## src/rtl/stopwatch_timer_core_if.sv

```systemverilog
// Control-pulse and display bundle between the button debouncers, the
// stopwatch/timer core and the 7-segment multiplexer.
interface stopwatch_timer_core_if;
  logic       en;
  logic       start_p;
  logic       stop_p;
  logic       clr_p;
  logic       inc_min_p;
  logic       inc_sec_p;
  logic       lap_p;
  logic       mode;
  logic [3:0] min_tens;
  logic [3:0] min_ones;
  logic [3:0] sec_tens;
  logic [3:0] sec_ones;
  logic       running;
  logic       lap_active;
  logic       alarm;
  logic       tick;

  modport master (
    output en, start_p, stop_p, clr_p, inc_min_p, inc_sec_p, lap_p, mode,
    input  min_tens, min_ones, sec_tens, sec_ones, running, lap_active, alarm, tick
  );

  modport slave (
    input  en, start_p, stop_p, clr_p, inc_min_p, inc_sec_p, lap_p, mode,
    output min_tens, min_ones, sec_tens, sec_ones, running, lap_active, alarm, tick
  );
endinterface

```

## src/rtl/stopwatch_timer_core.sv

```systemverilog
// MM:SS count-up stopwatch / count-down timer with alarm and lap display hold.
// Every output is registered from the next-state values, so a pulse shows up one cycle later.
module stopwatch_timer_core #(
  parameter int TICK_DIV = 25_000_000,
  parameter int MAX_MIN  = 59
) (
  input  logic                    clk,
  input  logic                    rst_n,
  stopwatch_timer_core_if.slave   bus
);

  typedef enum logic [1:0] {S_IDLE, S_RUN, S_PAUSE, S_ALARM} state_t;

  localparam int             PW      = $clog2(TICK_DIV);
  localparam logic [PW-1:0]  PRE_TOP = PW'(TICK_DIV - 1);
  localparam logic [6:0]     MIN_TOP = 7'(MAX_MIN);

  state_t         r_state, w_state;
  logic [6:0]     r_min, w_min, r_hold_min, w_hold_min;
  logic [5:0]     r_sec, w_sec, r_hold_sec, w_hold_sec;
  logic [PW-1:0]  r_pre, w_pre;
  logic           r_dir, w_dir;
  logic           r_lap, w_lap;
  logic           w_tick, w_adv;
  logic [6:0]     w_disp_min;
  logic [5:0]     w_disp_sec;
  logic [7:0]     w_bcd_min, w_bcd_sec;

  logic [15:0]    r_digits;
  logic           r_running, r_alarm, r_tick;

  function automatic logic [7:0] to_bcd(input logic [6:0] v);
    logic [6:0] t;
    t = v / 7'd10;
    return {4'(t), 4'(v - t * 7'd10)};
  endfunction

  always_comb begin
    w_state    = r_state;
    w_min      = r_min;
    w_sec      = r_sec;
    w_pre      = r_pre;
    w_dir      = r_dir;
    w_lap      = r_lap;
    w_hold_min = r_hold_min;
    w_hold_sec = r_hold_sec;
    w_tick     = 1'b0;
    w_adv      = 1'b0;

    // Only the highest-priority asserted pulse is acted on; the prescaler
    // keeps running in RUN unless that pulse is clr or stop.
    if (bus.clr_p) begin
      w_state = S_IDLE;
      w_min   = '0;
      w_sec   = '0;
      w_pre   = '0;
      w_lap   = 1'b0;
    end else if (bus.stop_p) begin
      if (r_state == S_RUN) w_state = S_PAUSE;
    end else begin
      w_adv = (r_state == S_RUN);
      if (bus.start_p) begin
        case (r_state)
          S_IDLE: begin
            if (!(bus.mode && r_min == '0 && r_sec == '0)) begin
              w_state = S_RUN;
              w_dir   = bus.mode;
              w_pre   = '0;
            end
          end
          S_PAUSE: begin
            if (!(r_dir && r_min == '0 && r_sec == '0)) w_state = S_RUN;
          end
          S_ALARM: w_state = S_IDLE;
          default: ;
        endcase
      end else if (bus.lap_p) begin
        if (r_state == S_RUN) begin
          w_lap = ~r_lap;
          if (!r_lap) begin
            w_hold_min = r_min;
            w_hold_sec = r_sec;
          end
        end else begin
          w_lap = 1'b0;
        end
      end else if (r_state == S_IDLE || r_state == S_PAUSE) begin
        if (bus.inc_sec_p) w_sec = (r_sec == 6'd59) ? '0 : r_sec + 6'd1;
        if (bus.inc_min_p) w_min = (r_min == MIN_TOP) ? '0 : r_min + 7'd1;
      end
    end

    if (w_adv) begin
      if (r_pre == PRE_TOP) begin
        w_pre  = '0;
        w_tick = 1'b1;
        if (!r_dir) begin
          if (r_sec == 6'd59) begin
            w_sec = '0;
            w_min = (r_min == MIN_TOP) ? '0 : r_min + 7'd1;
          end else begin
            w_sec = r_sec + 6'd1;
          end
        end else begin
          if (r_sec == '0) begin
            w_sec = 6'd59;
            w_min = r_min - 7'd1;
          end else begin
            w_sec = r_sec - 6'd1;
          end
          if (r_min == '0 && r_sec == 6'd1) w_state = S_ALARM;
        end
      end else begin
        w_pre = r_pre + PW'(1);
      end
    end
  end

  assign w_disp_min = w_lap ? w_hold_min : w_min;
  assign w_disp_sec = w_lap ? w_hold_sec : w_sec;
  assign w_bcd_min  = to_bcd(w_disp_min);
  assign w_bcd_sec  = to_bcd({1'b0, w_disp_sec});

  always_ff @(posedge clk or negedge rst_n) begin
    if (!rst_n) begin
      r_state    <= S_IDLE;
      r_min      <= '0;
      r_sec      <= '0;
      r_pre      <= '0;
      r_dir      <= 1'b0;
      r_lap      <= 1'b0;
      r_hold_min <= '0;
      r_hold_sec <= '0;
      r_digits   <= '0;
      r_running  <= 1'b0;
      r_alarm    <= 1'b0;
      r_tick     <= 1'b0;
    end else if (bus.en) begin
      r_state    <= w_state;
      r_min      <= w_min;
      r_sec      <= w_sec;
      r_pre      <= w_pre;
      r_dir      <= w_dir;
      r_lap      <= w_lap;
      r_hold_min <= w_hold_min;
      r_hold_sec <= w_hold_sec;
      r_digits   <= {w_bcd_min, w_bcd_sec};
      r_running  <= (w_state == S_RUN);
      r_alarm    <= (w_state == S_ALARM);
      r_tick     <= w_tick;
    end
  end

  assign bus.min_tens   = r_digits[15:12];
  assign bus.min_ones   = r_digits[11:8];
  assign bus.sec_tens   = r_digits[7:4];
  assign bus.sec_ones   = r_digits[3:0];
  assign bus.running    = r_running;
  assign bus.lap_active = r_lap;
  assign bus.alarm      = r_alarm;
  assign bus.tick       = r_tick;

endmodule

```

## src/flat_wrapper.sv

```systemverilog
// flat-port wrapper written by rule: the top's interface ports become plain ports
module stopwatch_timer_core_flat 
#(
  parameter int TICK_DIV = 25_000_000,
  parameter int MAX_MIN  = 59
)
  (clk, rst_n, bus_en, bus_start_p, bus_stop_p, bus_clr_p, bus_inc_min_p, bus_inc_sec_p, bus_lap_p, bus_mode, bus_min_tens, bus_min_ones, bus_sec_tens, bus_sec_ones, bus_running, bus_lap_active, bus_alarm, bus_tick);
  stopwatch_timer_core_if bus_i ();
  input  logic clk;
  input  logic rst_n;
  input wire logic [$bits(bus_i.en)-1:0] bus_en;
  input wire logic [$bits(bus_i.start_p)-1:0] bus_start_p;
  input wire logic [$bits(bus_i.stop_p)-1:0] bus_stop_p;
  input wire logic [$bits(bus_i.clr_p)-1:0] bus_clr_p;
  input wire logic [$bits(bus_i.inc_min_p)-1:0] bus_inc_min_p;
  input wire logic [$bits(bus_i.inc_sec_p)-1:0] bus_inc_sec_p;
  input wire logic [$bits(bus_i.lap_p)-1:0] bus_lap_p;
  input wire logic [$bits(bus_i.mode)-1:0] bus_mode;
  output wire logic [$bits(bus_i.min_tens)-1:0] bus_min_tens;
  output wire logic [$bits(bus_i.min_ones)-1:0] bus_min_ones;
  output wire logic [$bits(bus_i.sec_tens)-1:0] bus_sec_tens;
  output wire logic [$bits(bus_i.sec_ones)-1:0] bus_sec_ones;
  output wire logic [$bits(bus_i.running)-1:0] bus_running;
  output wire logic [$bits(bus_i.lap_active)-1:0] bus_lap_active;
  output wire logic [$bits(bus_i.alarm)-1:0] bus_alarm;
  output wire logic [$bits(bus_i.tick)-1:0] bus_tick;
  assign bus_i.en = bus_en;
  assign bus_i.start_p = bus_start_p;
  assign bus_i.stop_p = bus_stop_p;
  assign bus_i.clr_p = bus_clr_p;
  assign bus_i.inc_min_p = bus_inc_min_p;
  assign bus_i.inc_sec_p = bus_inc_sec_p;
  assign bus_i.lap_p = bus_lap_p;
  assign bus_i.mode = bus_mode;
  assign bus_min_tens = bus_i.min_tens;
  assign bus_min_ones = bus_i.min_ones;
  assign bus_sec_tens = bus_i.sec_tens;
  assign bus_sec_ones = bus_i.sec_ones;
  assign bus_running = bus_i.running;
  assign bus_lap_active = bus_i.lap_active;
  assign bus_alarm = bus_i.alarm;
  assign bus_tick = bus_i.tick;
  stopwatch_timer_core #(.TICK_DIV(TICK_DIV), .MAX_MIN(MAX_MIN)) u_core (.clk(clk), .rst_n(rst_n), .bus(bus_i));
endmodule
```

## config.mk

```make
export PLATFORM = sky130hd
export DESIGN_NAME = stopwatch_timer_core_flat
export DESIGN_NICKNAME = d
export VERILOG_FILES = /design/src/rtl/stopwatch_timer_core_if.sv /design/src/rtl/stopwatch_timer_core.sv /design/src/flat_wrapper.sv
export SDC_FILE = /design/constraint.sdc
export NUM_CORES = 1
export LEC_CHECK = 0
export CAP_MARGIN = 15
export CORE_MARGIN = 2
export CORE_UTILIZATION = 60
export CTS_CLUSTER_DIAMETER = 40
export DETAILED_ROUTE_END_ITERATION = 16
export PLACE_DENSITY = 0.84
export SETUP_SLACK_MARGIN = 0.1
export SKIP_CTS_REPAIR_TIMING = 1
export SLEW_MARGIN = 15
export SYNTH_ARGS = -nofsm -noshare
export SYNTH_HDL_FRONTEND = slang
export SYNTH_SLANG_ARGS = --single-unit
```

## constraint.sdc

```tcl
create_clock -name clk -period 5.7 [get_ports clk]
set_input_delay 1.14 -clock clk [delete_from_list [all_inputs] [get_ports clk]]
set_output_delay 1.14 -clock clk [all_outputs]
set_load 0.02 [all_outputs]
```

# == Word-level counts from Yosys, hierarchy flattened ==
# Cells that the tools add are included.
# word_totals
reg_bits,74
out_inout_bits,20
wordCells,115
# classes
addsub,7
multipliers,2
n_div,2
eq_ne,11
muxes,64
bitwise_logic,4
reduce_logical,13
# ops
cell,n
25-bit two-way mux,7
7-bit two-way mux,19
6-bit two-way mux,18
"25-bit by 1-bit adder with 25-bit output, second input constant",1
"25-bit == test, second input constant",1
2-bit two-way mux,10
"7-bit by 3-bit multiplier with 3-bit output, second input constant",2
1-bit two-way mux,9
4-bit subtractor,2
"7-bit by 1-bit adder with 7-bit output, second input constant",1
"6-bit by 4-bit divider with 7-bit output, second input constant",1
"7-bit by 4-bit divider with 7-bit output, second input constant",1
"7-bit by 6-bit == test with 1-bit output, second input constant",1
7-bit zero test,1
"7-bit by 1-bit subtractor with 7-bit output, second input constant",1
"6-bit by 1-bit adder with 6-bit output, second input constant",1
"2-bit == test, second input constant",3
"6-bit by 1-bit == test with 1-bit output, second input constant",1
"6-bit == test, second input constant",1
6-bit zero test,1
2-bit case mux with 3 select lines,1
6-bit AND reduction,1
3-bit nonzero test,2
"6-bit by 1-bit subtractor with 6-bit output, second input constant",1
other kinds (8),16

# == Longest topological paths before layout ==
# logic_depth
ltp_word,16
mapped_depth,24
ltp_nobuf,24

# == Least setup slack after synthesis ==
# OpenSTA, ideal clock, no wires.
# synth_path
kind,input to register
start,in bus_stop_p
end,reg u_core.r_digits[11]
setup_time_ns,0.136
arrival_ns,5.347
required_time_ns,5.564
setup_slack_ns,0.218
stages,22
path_buffers,1
path_cell_list,buf_6 > nor4_4 > nand2_2 > or4_1 > a221o_1 > o211ai_2 > a32o_2 > and2_1 > a21oi_1 > o21ai_0 > ha_1 > a21boi_1 > a21oi_1 > inv_1 > ha_1 > inv_1 > fa_1 > and3_2 > a22o_2 > a211oi_2 > a2111o_1 > o221ai_2
# synth_via
elab_chain_cells,10
elab_cells_between_ends,17
# synth_lines
element,line_no,source
start: declaration,flat_wrapper.sv:13,input wire logic [$bits(bus_i.stop_p)-1:0] bus_stop_p;
7-bit two-way mux,stopwatch_timer_core.sv:58,end else if (bus.stop_p) begin
7-bit two-way mux,stopwatch_timer_core.sv:52,if (bus.clr_p) begin
7-bit two-way mux (on tied branches),"stopwatch_timer_core.sv:98, stopwatch_timer_core.sv:105",
7-bit two-way mux,stopwatch_timer_core.sv:97,if (!r_dir) begin
7-bit two-way mux,stopwatch_timer_core.sv:94,if (r_pre == PRE_TOP) begin
7-bit two-way mux,stopwatch_timer_core.sv:93,if (w_adv) begin
7-bit two-way mux (*),stopwatch_timer_core.sv:119,assign w_disp_min = w_lap ? w_hold_min : w_min;
7-bit by 4-bit divider with 7-bit output (*),stopwatch_timer_core.sv:34,t = v / 7'd10;
net u_core.w_bcd_min[4],stopwatch_timer_core.sv:27,"logic [7:0] w_bcd_min, w_bcd_sec;"
7-bit by 3-bit multiplier with 3-bit output (*),stopwatch_timer_core.sv:35,"return {4'(t), 4'(v - t * 7'd10)};"
4-bit subtractor (*),stopwatch_timer_core.sv:35,
end signal: assignment,stopwatch_timer_core.sv:147,"r_digits <= {w_bcd_min, w_bcd_sec};"
end: declaration,stopwatch_timer_core.sv:29,logic [15:0] r_digits;
# The timed path passes the listed nets; every way through them passes the cells marked *.
# A chain may end at the register's enable or synchronous reset.

# == Worst setup path after layout ==
# layout_path
start,in bus_clr_p
end,reg u_core.r_digits[11]
# layout_via
elab_chain_cells,9
elab_cells_between_ends,13
# layout_lines
element,line_no,source
start: declaration,flat_wrapper.sv:14,input wire logic [$bits(bus_i.clr_p)-1:0] bus_clr_p;
7-bit two-way mux,stopwatch_timer_core.sv:52,
7-bit two-way mux (on tied branches),"stopwatch_timer_core.sv:98, stopwatch_timer_core.sv:105",
7-bit two-way mux,stopwatch_timer_core.sv:97,
7-bit two-way mux,stopwatch_timer_core.sv:94,
7-bit two-way mux,stopwatch_timer_core.sv:93,
7-bit two-way mux (*),stopwatch_timer_core.sv:119,
7-bit by 4-bit divider with 7-bit output (*),stopwatch_timer_core.sv:34,
net u_core.w_bcd_min[4],stopwatch_timer_core.sv:27,
7-bit by 3-bit multiplier with 3-bit output (*),stopwatch_timer_core.sv:35,
4-bit subtractor (*),stopwatch_timer_core.sv:35,
# Marks and branches as above.

==> results_dict.tcl <==
set metrics [dict create \
    timing.fmax_mhz 188 \
    setup_slack_ns 0.391 \
    cts_buffer_depth 2 \
    rows 34 \
    synthTopCellsByArea "dfrtp_1 (34%), nor2_1 (5.3%), o21ai_0 (5.2%), nand2_1 (5.0%), a21oi_1 (4.7%)" \
    wl_per_cell_um 18.0 \
    cpMaxStageDelayCell "clkdlybuf4s50_1" \
    grt_max_degree 74 \
    ys_warn_count 0 \
    synth_edf_count 0 \
    timing.critical_path.fanout_max 6 \
    cts_buffers 9 \
    required_ns 5.93 \
    syn2layout_area_growth_pct 14.8 \
    critPathMaxStageDelay_ns 0.48 \
    antenna_found_initial 0 \
    peakVddDrop_uv 199 \
    fillers 735 \
    syn_avg_cell_area_sq_um 8.24 \
    status "completed" \
    setup.worst_path.end_class "flop" \
    avgViaCountPerCell 6.41 \
    rsz0062_at_grt "false" \
    clk_latency_ns 0.35 \
    ant_nets 0 \
    track_usage_pct 30.9 \
    min_period_ns 5.31 \
    finClkSkew_ns 0.0115 \
    drt_iter0_markers 364 \
    crit_type "input port to flop" \
    place_congestion 0.943 \
    die_area_sq_um 9720 \
    min_period_over_period_pct 93.1 \
    holdPathStages 2 \
    port_buffers 28 \
    dp_hpwl_um 10700 \
    final_nets 727 \
    max_cap_viol_count 0 \
    r2r_end "u_core.r_digits[11]" \
    ff2ff_path_depth 22 \
    totalWireLength_um 14700 \
    worstHoldEndpoint "u_core.r_digits[9]" \
    final_core_util_pct 71.0 \
    reg2reg_slack_ns 0.54 \
    die_y_um 98.6 \
    power.total_mw 1.49 \
    clk_pin_slew_ns 0.10 \
    io_pins 30 \
    drv_slew 0 \
    seq_area_sq_um 1830 \
    worst_setup_path_start_kind "input port" \
    synth_seq_area_share_pct 34.0 \
    crit_arrival_ns 5.54 \
    root_buffer "clkbuf_8" \
    drive_gt1_share_pct 16.9 \
    clkSinkCount 73 \
    totalNegativeSetupSlack_ns 0 \
    hp-class "flop to flop" \
    async_flop_share_pct 100 \
    ys_types 90 \
    ys_ff_latch 73 \
    core_sq_um 8680 \
    synth_most_common_cell "nor2_1" \
    hold_start "u_core.r_digits[9]" \
    p_leak_nw 2.62 \
    synth_cells 651 \
    synthTopCellsByCount "nor2_1 (76), dfrtp_1 (73), nand2_1 (71)" \
    initial_core_util_pct 61.8 \
    yosys.area.top_type "dfrtp_1" \
    finalHoldViolCount 0 \
    grt_overflow 0 \
    path_cells "clkdlybuf4s50_1 -> nor4b_4 -> and4_1 -> a221o_1 -> o211ai_2 -> a32o_2 -> and2_1 -> a21oi_2 -> o21ai_1 -> ha_1 -> a21boi_2 -> a21oi_1 -> inv_1 -> ha_1 -> inv_1 -> fa_2 -> and3_2 -> a22o_2 -> a211oi_2 -> a2111o_1 -> o221ai_2" \
    ys.flop_type "dfrtp_1" \
    cts_htree_levels 3 \
    relSlewSlack_pct 37.8 \
    setup_viol 0 \
    pre_cts_ws_ns -0.314 \
    die_w_um 98.6 \
    synthDominantCellAreaShare_pct 34.0 \
    first_pass_iters 5 \
    grt_pass1_wl_um 24400 \
    drc_errors 0 \
    diodes 0 \
    num_vias 5238 \
    syn_nets 674 \
    p_per_area_nw_per_um2 242 \
    syn_area_sq_um 5370 \
    multi_input_area_sq_um 3250 \
    cts_tree "built" \
    worst_pin_slew_ns 0.933 \
    grt_pass1_vias 4989 \
    r2r_start "u_core.r_sec[1]" \
]
## worst max-delay path by stage
stage / startpoint / to / slack (ns) / cells past startpoint
after floorplan: bus_stop_p / u_core.r_digits[11] / 0.22 / 22
after global placement: bus_lap_p / u_core.r_digits[11] / -0.14 / 24
after detailed placement: bus_lap_p / u_core.r_digits[11] / -0.31 / 24
after CTS: bus_lap_p / u_core.r_digits[11] / 0.05 / 24
after global routing: bus_clr_p / u_core.r_digits[11] / 0.12 / 21
final: bus_clr_p / u_core.r_digits[11] / 0.39 / 21
## cells in the final DEF (no fill, tap or decap), drive strengths merged, types with 5 or more instances in the layout
cell type	synthesis	layout
a211oi	10	10
a21oi	51	51
a31oi	7	7
and2	7	7
and3	17	17
and4	5	5
buf	14	52
clkbuf	22	9
clkdlybuf4s50	0	23
dfrtp	73	73
ha	11	11
inv	28	32
mux2	18	18
mux2i	5	5
nand2	73	73
nand3	20	20
nand4	10	10
nor2	77	77
nor3	19	19
nor3b	5	5
nor4	6	6
o211ai	7	7
o21ai	58	58
o31ai	12	12
or3	9	9
xnor2	11	11
xor2	10	10
## stage by stage
step / instances / hold slack, ns / cell area, sq um
floorplan: 651 / 0.450 / 5370
global placement: 800 / 0.463 / 5930
detailed placement: 800 / 0.478 / 5930
CTS: 816 / 0.501 / 6110
global route: 817 / 0.515 / 6160
finish: 817 / 0.498 / 6160
## routing by layer
layer | global-route usage [%] | wire length, um
met2 | 49.0 | 6760
met3 | 4.54 | 929
met4 | 10.1 | 431
met1 | 43.9 | 6580
met5 | 0 | 0
## critical path: cells and delay by family
family                   cells  cell delay, ns
AND/OR/NAND/NOR              4            1.06
buffers and inverters        3            0.61
AO/OA/AOI/OAI               11            1.91
adder cells (fa/ha/maj)      3            0.81
## sequential cells by signal, summed over array words and instances (netlist names), 2 cells and up
name and count:
u_core.r_pre 25, u_core.r_digits 15, u_core.r_hold_min 7, u_core.r_min 7
u_core.r_hold_sec 6, u_core.r_sec 6, u_core.r_state 2
## power by group
| group | internal (mW) | switching [mW] |
|---|---|---|
| clock | 0.167 | 0.233 |
| combinational | 0.210 | 0.268 |
| sequential | 0.566 | 0.0467 |
## final cells by class
type,instances,share of cell area [%]
Timing Repair Buffer,78,10.6
Clock buffer,9,2.01
Clock inverter,7,0.995
Tap cell,108,2.19
Sequential cell,73,29.7
Multi-Input combinational cell,514,52.8
Inverter,28,1.71
## cells by family after synthesis
kind of cell	after synthesis	share of synthesized area (%)
mux	23	4.71
buf+inv	64	5.92
fa+ha+maj	13	3.31
compound gates	191	23.8
simple gates	265	24.7
other cells	1	0.0699
flops	73	34.0
xor+xnor	21	3.43
Note: power is estimated with default switching activity, not from simulation.
